<file path="src/rtl/hilo_muldiv_ctrl_pkg.sv">
// Shared definitions for the HI/LO multiply/divide controller:
// EX opcode encodings, controller state encodings and default limits.
package hilo_muldiv_ctrl_pkg;

  localparam int unsigned OP_W_DEF     = 3;
  localparam logic [5:0]  MAX_WAIT_DEF = 6'd40;

  typedef enum logic [2:0] {
    OP_NOP   = 3'd0,
    OP_MULT  = 3'd1,
    OP_MULTU = 3'd2,
    OP_DIV   = 3'd3,
    OP_DIVU  = 3'd4,
    OP_MTHI  = 3'd5,
    OP_MTLO  = 3'd6
  } ex_op_e;

  typedef enum logic [1:0] {
    S_IDLE,
    S_MUL_WAIT,
    S_DIV_WAIT,
    S_CAPTURE
  } state_e;

endpackage

</file>
<file path="src/rtl/hilo_muldiv_ctrl_if.sv">
// Handshake bundle between the HI/LO controller and the mul/div units.
//   mul_start/div_start   : start/hold request, held until ready
//   mul_signed/div_signed : signed operation
//   mul_a/b, div_a/b      : latched operands, stable while start is high
//   mul_annul/div_annul   : one-cycle cancel pulse
//   mul_ready/div_ready   : unit result valid
//   mul_result            : {hi,lo} product
//   div_result            : {remainder,quotient}
// master = controller side, slave = execution unit side.
interface hilo_muldiv_ctrl_if;
  logic        mul_start;
  logic        mul_signed;
  logic [31:0] mul_a;
  logic [31:0] mul_b;
  logic        mul_annul;
  logic        mul_ready;
  logic [63:0] mul_result;

  logic        div_start;
  logic        div_signed;
  logic [31:0] div_a;
  logic [31:0] div_b;
  logic        div_annul;
  logic        div_ready;
  logic [63:0] div_result;

  modport master (
    output mul_start, mul_signed, mul_a, mul_b, mul_annul,
    input  mul_ready, mul_result,
    output div_start, div_signed, div_a, div_b, div_annul,
    input  div_ready, div_result
  );

  modport slave (
    input  mul_start, mul_signed, mul_a, mul_b, mul_annul,
    output mul_ready, mul_result,
    input  div_start, div_signed, div_a, div_b, div_annul,
    output div_ready, div_result
  );
endinterface

</file>
<file path="src/rtl/hilo_muldiv_ctrl_hilo_regfile.sv">
// Architectural HI/LO storage.
//   clk, rst   : clock, asynchronous active-high reset
//   wr_hi/lo   : MTHI/MTLO write strobes, data from wr_data
//   cap_en     : 64-bit capture of cap_data into {hi,lo}
//   hi, lo     : register outputs
module hilo_regfile (
  input  logic        clk,
  input  logic        rst,
  input  logic        wr_hi,
  input  logic        wr_lo,
  input  logic [31:0] wr_data,
  input  logic        cap_en,
  input  logic [63:0] cap_data,
  output logic [31:0] hi,
  output logic [31:0] lo
);

  always_ff @(posedge clk or posedge rst) begin
    if (rst) begin
      hi <= '0;
      lo <= '0;
    end else if (cap_en) begin
      hi <= cap_data[63:32];
      lo <= cap_data[31:0];
    end else begin
      if (wr_hi) hi <= wr_data;
      if (wr_lo) lo <= wr_data;
    end
  end

endmodule

</file>
<file path="src/rtl/hilo_muldiv_ctrl.sv">
// EX-stage initiator for the multiply/divide units. Decodes MULT/MULTU/
// DIV/DIVU/MTHI/MTLO, launches the selected unit, stalls the pipeline until
// it reports ready, captures the 64-bit result into HI/LO, and annuls an
// in-flight operation on flush.
//   clk, rst            : clock, asynchronous active-high reset
//   ex_valid/op/a/b     : instruction and operands held in EX
//   ex_flush            : flush of EX
//   pipe_enable         : downstream advance (informational only)
//   mdu                 : mul/div handshake bundle (master side)
//   stall_req           : freeze IF/ID/EX
//   hi, lo              : architectural HI/LO
//   timeout             : sticky, a unit exceeded MAX_WAIT cycles
module hilo_muldiv_ctrl
  import hilo_muldiv_ctrl_pkg::*;
#(
  parameter logic [5:0]  MAX_WAIT = MAX_WAIT_DEF,
  parameter int unsigned OP_W     = OP_W_DEF
) (
  input  logic               clk,
  input  logic               rst,
  input  logic               ex_valid,
  input  logic [OP_W-1:0]    ex_op,
  input  logic [31:0]        ex_a,
  input  logic [31:0]        ex_b,
  input  logic               ex_flush,
  input  logic               pipe_enable,
  hilo_muldiv_ctrl_if.master mdu,
  output logic               stall_req,
  output logic [31:0]        hi,
  output logic [31:0]        lo,
  output logic               timeout
);

  state_e      state, state_next;
  logic [2:0]  op;
  logic        launch_mul, launch_div;
  logic        wr_hi, wr_lo, capture;
  logic        waiting, unit_ready;
  logic        cap_div;
  logic [5:0]  wait_cnt, cnt_inc;
  logic [63:0] cap_data;
  logic        unused_pipe_enable;

  assign op = 3'(ex_op);

  // HI/LO are written in CAPTURE regardless of downstream advance; holding
  // the instruction is left to the hazard unit.
  assign unused_pipe_enable = pipe_enable;

  assign waiting    = (state == S_MUL_WAIT) || (state == S_DIV_WAIT);
  assign unit_ready = (state == S_MUL_WAIT) ? mdu.mul_ready : mdu.div_ready;
  assign cnt_inc    = wait_cnt + 6'd1;
  assign cap_data   = cap_div ? mdu.div_result : mdu.mul_result;

  always_ff @(posedge clk or posedge rst) begin
    if (rst) state <= S_IDLE;
    else     state <= state_next;
  end

  always_comb begin
    state_next = state;
    stall_req  = 1'b0;
    launch_mul = 1'b0;
    launch_div = 1'b0;
    wr_hi      = 1'b0;
    wr_lo      = 1'b0;
    capture    = 1'b0;
    case (state)
      S_IDLE: begin
        if (ex_valid && !ex_flush) begin
          case (op)
            OP_MULT, OP_MULTU: begin
              launch_mul = 1'b1;
              stall_req  = 1'b1;
              state_next = S_MUL_WAIT;
            end
            OP_DIV, OP_DIVU: begin
              launch_div = 1'b1;
              stall_req  = 1'b1;
              state_next = S_DIV_WAIT;
            end
            OP_MTHI: wr_hi = 1'b1;
            OP_MTLO: wr_lo = 1'b1;
            default: ;
          endcase
        end
      end
      S_MUL_WAIT, S_DIV_WAIT: begin
        stall_req = 1'b1;
        // Flush takes priority over a coincident ready: no capture.
        if (ex_flush)        state_next = S_IDLE;
        else if (unit_ready) state_next = S_CAPTURE;
      end
      S_CAPTURE: begin
        capture    = 1'b1;
        state_next = S_IDLE;
      end
      default: state_next = S_IDLE;
    endcase
  end

  always_ff @(posedge clk or posedge rst) begin
    if (rst) begin
      mdu.mul_start  <= 1'b0;
      mdu.mul_signed <= 1'b0;
      mdu.mul_a      <= '0;
      mdu.mul_b      <= '0;
      mdu.mul_annul  <= 1'b0;
      mdu.div_start  <= 1'b0;
      mdu.div_signed <= 1'b0;
      mdu.div_a      <= '0;
      mdu.div_b      <= '0;
      mdu.div_annul  <= 1'b0;
      cap_div        <= 1'b0;
      wait_cnt       <= '0;
      timeout        <= 1'b0;
    end else begin
      mdu.mul_annul <= 1'b0;
      mdu.div_annul <= 1'b0;
      if (launch_mul) begin
        mdu.mul_a      <= ex_a;
        mdu.mul_b      <= ex_b;
        mdu.mul_signed <= (op == OP_MULT);
        mdu.mul_start  <= 1'b1;
        cap_div        <= 1'b0;
        wait_cnt       <= '0;
      end
      if (launch_div) begin
        mdu.div_a      <= ex_a;
        mdu.div_b      <= ex_b;
        mdu.div_signed <= (op == OP_DIV);
        mdu.div_start  <= 1'b1;
        cap_div        <= 1'b1;
        wait_cnt       <= '0;
      end
      if (waiting) begin
        if (ex_flush) begin
          mdu.mul_annul <= (state == S_MUL_WAIT);
          mdu.div_annul <= (state == S_DIV_WAIT);
          mdu.mul_start <= 1'b0;
          mdu.div_start <= 1'b0;
          wait_cnt      <= '0;
        end else begin
          // Saturated counter never re-triggers; timeout is sticky anyway.
          if (wait_cnt != '1 && cnt_inc == MAX_WAIT) timeout <= 1'b1;
          if (unit_ready) begin
            mdu.mul_start <= 1'b0;
            mdu.div_start <= 1'b0;
            wait_cnt      <= '0;
          end else if (wait_cnt != '1) begin
            wait_cnt <= cnt_inc;
          end
        end
      end
    end
  end

  hilo_regfile u_hilo (
    .clk      (clk),
    .rst      (rst),
    .wr_hi    (wr_hi),
    .wr_lo    (wr_lo),
    .wr_data  (ex_a),
    .cap_en   (capture),
    .cap_data (cap_data),
    .hi       (hi),
    .lo       (lo)
  );

endmodule

</file>
<file path="src/flat_wrapper.sv">
// flat-port wrapper written by rule: the top's interface ports become plain ports
module hilo_muldiv_ctrl_flat import hilo_muldiv_ctrl_pkg::*;
#(
  parameter logic [5:0]  MAX_WAIT = MAX_WAIT_DEF,
  parameter int unsigned OP_W     = OP_W_DEF
)
  (clk, rst, ex_valid, ex_op, ex_a, ex_b, ex_flush, pipe_enable, stall_req, hi, lo, timeout, mdu_mul_start, mdu_mul_signed, mdu_mul_a, mdu_mul_b, mdu_mul_annul, mdu_mul_ready, mdu_mul_result, mdu_div_start, mdu_div_signed, mdu_div_a, mdu_div_b, mdu_div_annul, mdu_div_ready, mdu_div_result);
  hilo_muldiv_ctrl_if mdu_i ();
  input  logic clk;
  input  logic rst;
  input  logic ex_valid;
  input  logic [OP_W-1:0] ex_op;
  input  logic [31:0] ex_a;
  input  logic [31:0] ex_b;
  input  logic ex_flush;
  input  logic pipe_enable;
  output logic stall_req;
  output logic [31:0] hi;
  output logic [31:0] lo;
  output logic timeout;
  output wire logic [$bits(mdu_i.mul_start)-1:0] mdu_mul_start;
  output wire logic [$bits(mdu_i.mul_signed)-1:0] mdu_mul_signed;
  output wire logic [$bits(mdu_i.mul_a)-1:0] mdu_mul_a;
  output wire logic [$bits(mdu_i.mul_b)-1:0] mdu_mul_b;
  output wire logic [$bits(mdu_i.mul_annul)-1:0] mdu_mul_annul;
  input wire logic [$bits(mdu_i.mul_ready)-1:0] mdu_mul_ready;
  input wire logic [$bits(mdu_i.mul_result)-1:0] mdu_mul_result;
  output wire logic [$bits(mdu_i.div_start)-1:0] mdu_div_start;
  output wire logic [$bits(mdu_i.div_signed)-1:0] mdu_div_signed;
  output wire logic [$bits(mdu_i.div_a)-1:0] mdu_div_a;
  output wire logic [$bits(mdu_i.div_b)-1:0] mdu_div_b;
  output wire logic [$bits(mdu_i.div_annul)-1:0] mdu_div_annul;
  input wire logic [$bits(mdu_i.div_ready)-1:0] mdu_div_ready;
  input wire logic [$bits(mdu_i.div_result)-1:0] mdu_div_result;
  assign mdu_mul_start = mdu_i.mul_start;
  assign mdu_mul_signed = mdu_i.mul_signed;
  assign mdu_mul_a = mdu_i.mul_a;
  assign mdu_mul_b = mdu_i.mul_b;
  assign mdu_mul_annul = mdu_i.mul_annul;
  assign mdu_i.mul_ready = mdu_mul_ready;
  assign mdu_i.mul_result = mdu_mul_result;
  assign mdu_div_start = mdu_i.div_start;
  assign mdu_div_signed = mdu_i.div_signed;
  assign mdu_div_a = mdu_i.div_a;
  assign mdu_div_b = mdu_i.div_b;
  assign mdu_div_annul = mdu_i.div_annul;
  assign mdu_i.div_ready = mdu_div_ready;
  assign mdu_i.div_result = mdu_div_result;
  hilo_muldiv_ctrl #(.MAX_WAIT(MAX_WAIT), .OP_W(OP_W)) u_core (.clk(clk), .rst(rst), .ex_valid(ex_valid), .ex_op(ex_op), .ex_a(ex_a), .ex_b(ex_b), .ex_flush(ex_flush), .pipe_enable(pipe_enable), .mdu(mdu_i), .stall_req(stall_req), .hi(hi), .lo(lo), .timeout(timeout));
endmodule
</file>
<file path="config.mk">
export PLATFORM = sky130hd
export DESIGN_NAME = hilo_muldiv_ctrl_flat
export DESIGN_NICKNAME = d
export VERILOG_FILES = /design/src/rtl/hilo_muldiv_ctrl_pkg.sv /design/src/rtl/hilo_muldiv_ctrl_if.sv /design/src/rtl/hilo_muldiv_ctrl_hilo_regfile.sv /design/src/rtl/hilo_muldiv_ctrl.sv /design/src/flat_wrapper.sv
export SDC_FILE = /design/constraint.sdc
export NUM_CORES = 1
export LEC_CHECK = 0
export ABC_CLOCK_PERIOD_IN_PS = 8800
export CAP_MARGIN = 20
export CORE_MARGIN = 2
export CORE_UTILIZATION = 39
export CTS_CLUSTER_DIAMETER = 80
export DETAILED_ROUTE_END_ITERATION = 10
export PLACE_DENSITY = 0.75
export SYNTH_ARGS = -nofsm -noshare
export SYNTH_HDL_FRONTEND = slang
export SYNTH_SLANG_ARGS = --single-unit
</file>
<file path="constraint.sdc">
create_clock -name clk -period 8.8 [get_ports clk]
set_clock_uncertainty 0.1 [all_clocks]
set_input_delay 2.64 -clock clk [delete_from_list [all_inputs] [get_ports clk]]
set_output_delay 2.64 -clock clk [all_outputs]
set_load 0.05 [all_outputs]
</file>
### After elaboration in Yosys (flattened, before gate mapping)

Index checks and enable logic that the tools add are counted.

* reduce and logical (&&, ||, !) cells: 14
* bitwise operators: 1
* multiplexer cells: 47
* add/sub/neg operators: 1
* eq/ne operators: 14

Operators by type and width (number)
* two-way mux 32 bit: 4
* two-way mux 64 bit: 1
* two-way mux 6 bit: 6
* two-way mux 1 bit: 30
* == test 3 bit, second input constant: 3
* adder 6 x 1 -> 6 bit, second input constant: 1
* == test 3 x 2 -> 1 bit, second input constant: 2
* == test 6 bit, second input constant: 1
* two-way mux 2 bit: 3
* inequality test 6 bit, second input constant: 1
* case mux 2 bit (3 select lines): 1
* AND reduction 3 bit: 2
* nonzero test 2 bit: 3
* OR reduction 2 bit: 3
* == test 2 bit, second input constant: 2
* case mux 2 bit (2 select lines): 1
* OR reduction 4 bit: 1
* == test 3 x 1 -> 1 bit, second input constant: 1
* inequality test 3 x 2 -> 1 bit, second input constant: 1
* inequality test 3 bit, second input constant: 1
* == test 2 x 1 -> 1 bit, second input constant: 1
* logical AND 1 bit: 2
* zero test 2 bit: 1
* inequality test 2 x 1 -> 1 bit, second input constant: 1
* other kinds (4): 4

* word-level logic and storage cells: 93
* bits in registers: 208
* output and inout bits: 200
* input bits: 202

### Depth between registers and ports, before layout

* depth after elaboration: 11
* gate-level depth with buffers: 8
* mapped depth without buffers: 6

### Hierarchy

Synthesis repeated with hierarchy kept, for this count alone.

* cell total of the unflattened synthesis: 727
* area total of the unflattened synthesis: 9678.0 µm²

By module, submodules not included
* hilo_muldiv_ctrl: seq. area each 3603.5 µm², area each 6658.9 µm², instances 1, cells an instance 448
* hilo_regfile: seq. area each 1601.5 µm², area each 3019.1 µm², instances 1, cells an instance 279

### Worst setup path before layout

Ideal clock, no wire load.

* path kind: input to output
* start point: in ex_op[0]
* end point: out stall_req
* arrival time: 4.016 ns
* stages: 5
* buffers on the path: 1
* data required time: 6.060 ns
* setup slack: 2.044 ns
* path through: buf_2 > o21a_1 > nor3_2 > nor2_1 > nor2_1

* longest elaborated chain between the ends: 5
* elaborated cells on any way between the ends: 8
* classes of those cells: eq/ne: 4; mux: 3; reduce/logical: 1

Ends and longest elaborated chain
* from (decl): RTL line flat_wrapper.sv:12 `input logic [OP_W-1:0] ex_op;`
* == test 3 x 2 -> 1 bit, or another cell as far along: RTL line hilo_muldiv_ctrl.sv:71 `case (op)`
* OR reduction 4 bit (no line) *
* two-way mux 1 bit *: RTL line hilo_muldiv_ctrl.sv:71
* two-way mux 1 bit *: RTL line hilo_muldiv_ctrl.sv:70 `if (ex_valid && !ex_flush) begin`
* case mux 1 bit (2 select lines) *: RTL line hilo_muldiv_ctrl.sv:68 `case (state)`
* to (decl): RTL line flat_wrapper.sv:17 `output logic stall_req;`

Every way passes the cells marked *; elsewhere a longest branch is shown, timed or not.

### Final worst setup path

* start point: in ex_flush
* end point: out stall_req

* longest elaborated chain between the ends: 4

Ends and longest elaborated chain
* from (decl): RTL line flat_wrapper.sv:15 `input logic ex_flush;`
* zero test 1 bit: RTL line hilo_muldiv_ctrl.sv:70
* logical AND 1 bit: RTL line hilo_muldiv_ctrl.sv:70
* two-way mux 1 bit: RTL line hilo_muldiv_ctrl.sv:70
* case mux 1 bit (2 select lines): RTL line hilo_muldiv_ctrl.sv:68

No other way between the ends.

==> results by stage <==
Cells and area:
- The number of nets in the layout is 1264.
- The number of inserted filler cells in the final layout is 1934.
- The post-route netlist has 15.5% of its cells at a drive strength greater than 1.
- After routing the design area is 14800 um2.
- The layout overhead on the synthesized area is 52.4%.

Floorplanning:
- The die footprint is 26200 um2.
- The die extent in y is 162 um.
- During I/O placement, the number of pins put on the boundary was 402.
- The floorplan step set the die width to 162 um.
- The starting utilization of the core area is 39.9%.
- The total area inside the core boundary comes to 24400 um2.
- The floorplan has 57 rows.

Min path:
- The worst min-delay path category is reg -> reg.
- Along the worst hold path, the cell count comes to 1.
- For hold timing, the worst endpoint is u_core.timeout$_DFFE_PP0P_.
- The worst hold path startpoint is u_core.timeout$_DFFE_PP0P_.

GRT:
- The pin count of the biggest net entering global routing is 83.
- The number of antenna violations at the first check in global routing came to 1.
- The global-route wire length before repair is 43400 um.
- Across every metal layer, demand over resource in global routing totals 21.3%.
- The number of global-route vias before repair is 7358.
- The remaining global-route overflow is 0.

Worst setup path:
- Walking the worst path, the cells encountered are clkdlybuf4s50_1 > nand3b_4 > nor3_2 > nor2_1 > nor2_1 > clkdlybuf4s50_1.
- The register-to-register path setup slack is 5.77 ns.
- The worst-case reg-to-reg path depth is 7.
- The startpoint identified for the worst register-to-register timing path is u_core.state[0]$_DFFE_PP0P_.
- The kind of cell with the highest combined delay on the critical path is buffers and inverters.
- The startpoint-to-endpoint class of the critical path is in -> out.
- The worst register-to-register path ends at u_core.u_hilo.lo[6]$_DFFE_PP0P_.
- The maximum fanout along the worst path is 9.
- The worst setup path is captured at an output port.
- STA puts the critical path data required time at 6.06 ns.
- STA classifies the critical path startpoint as an input port.
- The peak per-stage delay on the critical path is 0.86 ns.
- The cell at the slowest stage of the critical path is clkdlybuf4s50_1.
- Data on the critical path arrives at its endpoint at 5.02 ns.
- The critical path contains buffers and inverters numbering 2 combined.

Route:
- After detailed routing, the average wire length per cell comes to 20.4 um.
- The total via count in the routed design is 6904.
- The count of nets left with antenna violations after detail routing is 0.
- The initial DRC count is 270.
- The aggregate routed wire length is 28600 um.
- The number of remaining DRC errors is 0.
- Dividing the detail-routed via count by the number of cells gives 4.93.
- The number of detailed-route iterations in the first pass is 4.

STA:
- The final count of pins violating max slew is 0.
- The total of endpoints with negative setup slack in the final report is 0.
- Based on the critical path, the design can be clocked at up to 129 MHz.
- The minimum period implied by the final worst setup slack is 7.76 ns.
- The minimum hold slack is 0.380 ns.
- Setup repair after global routing left no endpoint under its margin.
- The share of the cycle needed by the critical path after routing is 88.1%.
- The transition time of the tightest slew-check pin is 1.00 ns.
- Measured against its own limit, the worst slew margin works out to 33.1%.
- The sum of negative setup slack is 0 ns.
- The hold violation total from the final report was 0.

Pwr:
- Of the total power, combinational logic draws 56.4%.
- For this design the total switching power over the nets is 2.92 mW.
- For this design the ratio of total power to cell area is 428 nW/um2.
- The static leakage is 6.25 nW.
- The switching part of the total power is 46.0%.
- The largest vdd supply drop is 292 uV.
- Cell internal power was estimated by the tool at 3.43 mW.
- The clock group share of total power is 17.1%.
- Sequential cells account for 26.5% of the total power.
- The total power draw is 6.35 mW.

Clock network:
- The total setup buffers inserted after CTS is 0.
- The cts-stage hold buffer count is 0.
- Clock-pin slew was measured on the worst setup and hold paths at 0.06 ns.
- The count of instances resized after the clock tree is built is 0.
- The deepest clock path buffer count is 3.
- The depth of the CTS H-tree is 1.
- The clock network latency to the later pin of the worst-skew pair is 0.50 ns.
- The root buffer selected by CTS is clkbuf_16.
- The number of clock buffers inserted by TritonCTS is 24.
- For this design, the sink count on the clock tree is 208.
- TritonCTS built the clock tree.

Logic synthesis:
- The Yosys step of the flow raised 0 warnings.
- Counting flops with a built-in enable in the synthesized netlist gives 0.
- In the synthesized netlist the async set-or-reset flop fraction comes to 100%.
- Each instance of the synthesized netlist takes up on average 14.8 um2.
- The number of distinct library cell variants in the gate-level netlist after synthesis is 50.
- The number of nets handed over by synthesis was 865.
- The number of cells produced by synthesis is 657.
- The synthesized flop and latch total is 208.
- Of the synthesized area, sequential elements account for 53.5%.
- After synthesis the cells add up to 9730 um2.
- In the synthesized netlist the dominant register cell turns out to be dfrtp_1.

Placement:
- The HPWL after detailed placement is 20700 um.
- In this run the tool buffered the top-level ports with 400 buffer cells.
- The last weighted congestion value of the routability-driven placer is 0.788.
- Summing all placed instances gives a cell area of 13900 um2.

Run status:
- The run finished with clean final reports.

Flow run:
- The count of max-cap constraint violations is 0.
## state kept, by name (all words and copies together), names as in the netlist
register / count
u_core.timeout: 1
u_core.state: 2
u_core.mdu.mul_b: 32
u_core.mdu.div_start: 1
u_core.mdu.mul_signed: 1
u_core.mdu.mul_start: 1
u_core.mdu.mul_a: 32
u_core.mdu.div_b: 32
u_core.u_hilo.hi: 32
u_core.mdu.div_signed: 1
u_core.cap_div: 1
u_core.u_hilo.lo: 32
u_core.mdu.div_a: 32
u_core.mdu.div_annul: 1
u_core.mdu.mul_annul: 1
u_core.wait_cnt: 6
## how the worst max path moves through the flow
stage                   from                    endpoint  slack [ns]  cells after the start
finish              ex_flush                   stall_req        1.04                      6
detailed placement  ex_flush                   stall_req        1.05                      6
global route        ex_flush                   stall_req        0.90                      6
CTS                 ex_flush                   stall_req        1.04                      6
global placement    ex_flush                   stall_req        1.07                      6
floorplan                rst  u_core.cap_div$_DFFE_PP0P_        0.38                      1
## power groups by stage
stage          clock network [mW]  logic [mW]  registers (mW)
6_report                     1.08        3.58            1.68
5_1_grt                      1.15        3.71            1.75
4_1_cts                      1.11        3.61            1.69
2_1_floorplan                   0       0.839            3.18
3_3_place_gp                    0        3.57            1.67
3_5_place_dp                    0        3.60            1.69
## cell usage after synthesis (all sizes together) (2+ instances only)
cell type	number	area share [%]
nor3	5	0.59
nor2	8	0.39
a21oi	7	0.36
and2	2	0.13
o21ai	8	0.41
o41ai	2	0.26
dfrtp	208	53
nor3b	3	0.23
a2bb2oi	2	0.18
nand3b	4	0.44
nand2	9	0.35
inv	9	0.35
clkbuf	5	0.19
mux2	130	17
mux2i	193	20
o21a	2	0.23
buf	33	3.2
and3	2	0.13
ha	6	0.77
## per-stage QoR
| stage | utilization, % | instances | setup WS [ns] |
|---|---|---|---|
| after global placement | 57.1 | 1353 | 1.07 |
| after floorplan | - | 657 | 0.379 |
| after CTS | 60.8 | 1398 | 1.04 |
| after detailed placement | 57.2 | 1354 | 1.05 |
| after global routing | 60.8 | 1399 | 0.902 |
| final | 60.8 | 1399 | 1.04 |
## logic make-up (layout without fill, tap and decap cells)
logic type / after synthesis / after routing / synth area share [%]
muxes: 323 / 323 / 36.8
DFF: 208 / 208 / 53.5
buffers and inverters: 47 / 464 / 3.69
and+or+nand+nor: 41 / 41 / 2.84
AOI/OAI and AO/OA: 31 / 31 / 2.32
adders and majority gates: 6 / 6 / 0.772
xor gates and xnor gates: 1 / 1 / 0.0900
other: 0 / 1 / 0
## layer usage
layer  global-route usage, %  wire (um)  share of wire, %  vias up
li1                        -          -                 -     3188
met1                    25.8      11500                40     3411
met2                    37.4      14100                49      250
met3                    5.16       2020               7.1       55
met4                    6.88        888               3.1        0
met5                       0          0                 0        -
## area by class of cell
class,instances,area [um2],area share [%]
Sequential cell,208,5210,35.1
Multi-Input combinational cell,402,4180,28.2
Timing Repair Buffer,411,4110,27.7
Clock buffer,37,741,5.00
Tap cell,324,405,2.73
Clock inverter,7,135,0.912
Inverter,9,41.3,0.279
Antenna cell,1,2.50,0.0169
## placed cells by master (no fill, tap or decap), types with 2 or more instances in the layout
cell and instances:
nand2_1 9, mux2_1 27, nand3b_1 3, and3_1 2, inv_1 8, clkdlybuf4s50_1 400
mux2i_1 193, dfrtp_1 207, mux2_2 54, buf_4 10, and2_1 2, clkbuf_1 5
mux2_4 49, nor2_1 7, ha_1 5, a21oi_1 7, clkbuf_16 25, clkbuf_8 7
o21ai_0 8, a2bb2oi_1 2, bufinv_16 4, nor3b_1 3, clkinv_2 3, nor3_4 3
No activity file was read; power rests on OpenSTA's default activity.
==> variant: new RTL, same settings <==
`OP_W_DEF`: 3 -> 2.
--- a/src/rtl/hilo_muldiv_ctrl_pkg.sv
+++ b/src/rtl/hilo_muldiv_ctrl_pkg.sv
@@ -2,7 +2,7 @@
 // EX opcode encodings, controller state encodings and default limits.
 package hilo_muldiv_ctrl_pkg;
 
-  localparam int unsigned OP_W_DEF     = 3;
+  localparam int unsigned OP_W_DEF     = 2;
   localparam logic [5:0]  MAX_WAIT_DEF = 6'd40;
 
   typedef enum logic [2:0] {
Ports: changed (resized ex_op); port bits go from 402 to 401. The function was not compared with the original's and may differ.
==> variant against the original RTL <==
- critical path depth rose by 1
- worst setup slack improved by 0.53 ns
- wire length is 10% lower
- highest routed layer unchanged
- total power fell by 4.5%
- area after synthesis fell by 8.4%
- sequential cell count is the same
- design area is 6.6% lower
==> variant: results (changes against the original RTL) <==
CP peak stage delay 0.81 ns (-0.05 ns); design internal power 0.00325 W (-5.2%); unique cell type count in the Yosys netlist 34 (-32%); wire per inst 19.0 um (-6.8%); top post-synthesis cells by count dfrtp_1, mux2_4, a21oi_1, nor2_1, mux2i_1; first-pass GRT wire length 38900 um (-10%); placed cell area 13100 sq um (-5.8%); post-DP HPWL 18700 um (-9.9%); number of port buffers 399 (-0.25%); Net Count, Synth 864 (-0.12%); vias in the first global route 6827 (-7.2%); Vias 6526 (-5.5%); Area contributors post-synth dfrtp_1, mux2_4, mux2i_1, mux2_2, a21oi_1; drt initial violations 297 (+10%); Clk Tree Root Cell clkbuf_16; Layout Nets 1258 (-0.47%); layout cells sized above 1 16.4% (+0.85 points); Clock Power Share 15.1% (-2.0 points); Crit path arrival time 4.48 ns (-0.54 ns); gr usage total 20.6% (-0.71 points); largest net degree at the start of global routing 110 (+33%); H-Tree Depth 1 (unchanged); sequential area share after synthesis 58.4% (+4.9 points); outcome complete, no violations; critical path's slowest cell clkdlybuf4s50_1; initial antenna violation count 0 (-1); Leak 6.18 nW (-1.1%); GP Congestion 0.793 (+0.65%); Slew @ Worst Pin 1.05 ns (+0.0475 ns); worst-path fanout max 2 (-7); FF-to-FF path depth 6 (-1); Worst IR Drop VDD 0.293 mV (+0.37%); antenna cell count 0 (-1); TritonCTS buffer count 23 (-4.2%)
variant: cell types whose count changed after synthesis, sizes merged, moves of 2 or more:
cell and delta:
nor3b -3, clkbuf +10, nand3 +4, nor2 +64, nand2b +3, o21a -2
mux2i -127, nand3b -3, buf -12, nor3 -4, a21oi +68, a2bb2oi -2
ha +4
variant: per-stage QoR:
stage	util, %	power, W	hold WS [ns]	instances	worst slack (ns)
after CTS	61.4	0.00612	0.372	1346	1.55
after floorplan	-	0.00396	0.442	653	0.379
after global routing	61.4	0.00633	0.398	1346	1.48
after global placement	58.2	0.00512	0.350	1307	1.55
after detailed placement	58.2	0.00516	0.358	1307	1.54
final	61.4	0.00606	0.364	1346	1.58
variant: cells by family after synthesis:
family                     Yosys count  share of synthesized area (%)
DFF                                208                           58.4
muxes                              196                           27.1
and+or+nand+nor                    102                           4.83
AOI/OAI and AO/OA                   92                           5.52
buffers and inverters               45                           2.81
adders and majority gates           10                           1.40
variant: worst paths after layout:
path / startpoint / endpoint / slack (ns)
worst min-delay path: u_core.mdu.div_signed / u_core.mdu.div_signed / 0.36
max in group asynchronous: rst / u_core.u_hilo.lo[3] / 4.78
min in group asynchronous: rst / u_core.u_hilo.lo[14] / 2.58
worst max-delay path: ex_op[1] / stall_req / 1.58
worst min register to register: u_core.mdu.div_signed / u_core.mdu.div_signed / 0.36
worst max register to register: u_core.state[0] / u_core.mdu.mul_a[16] / 5.95
variant: layout make-up:
cell class                      count  area (sq um)
Fill cell                        1786          8720
Sequential cell                   208          5210
Timing Repair Buffer              405          4040
Multi-Input combinational cell    400          3490
Clock buffer                       37           678
Tap cell                          285           357
Inverter                            9          41.3
Clock inverter                      2          38.8
variant: metal layers:
layer  global-route usage, %  wire length (um)
met1                    24.2              9850
met2                    34.6             12300
met3                    8.83              2880
met4                    5.72               653
met5                       0                 0
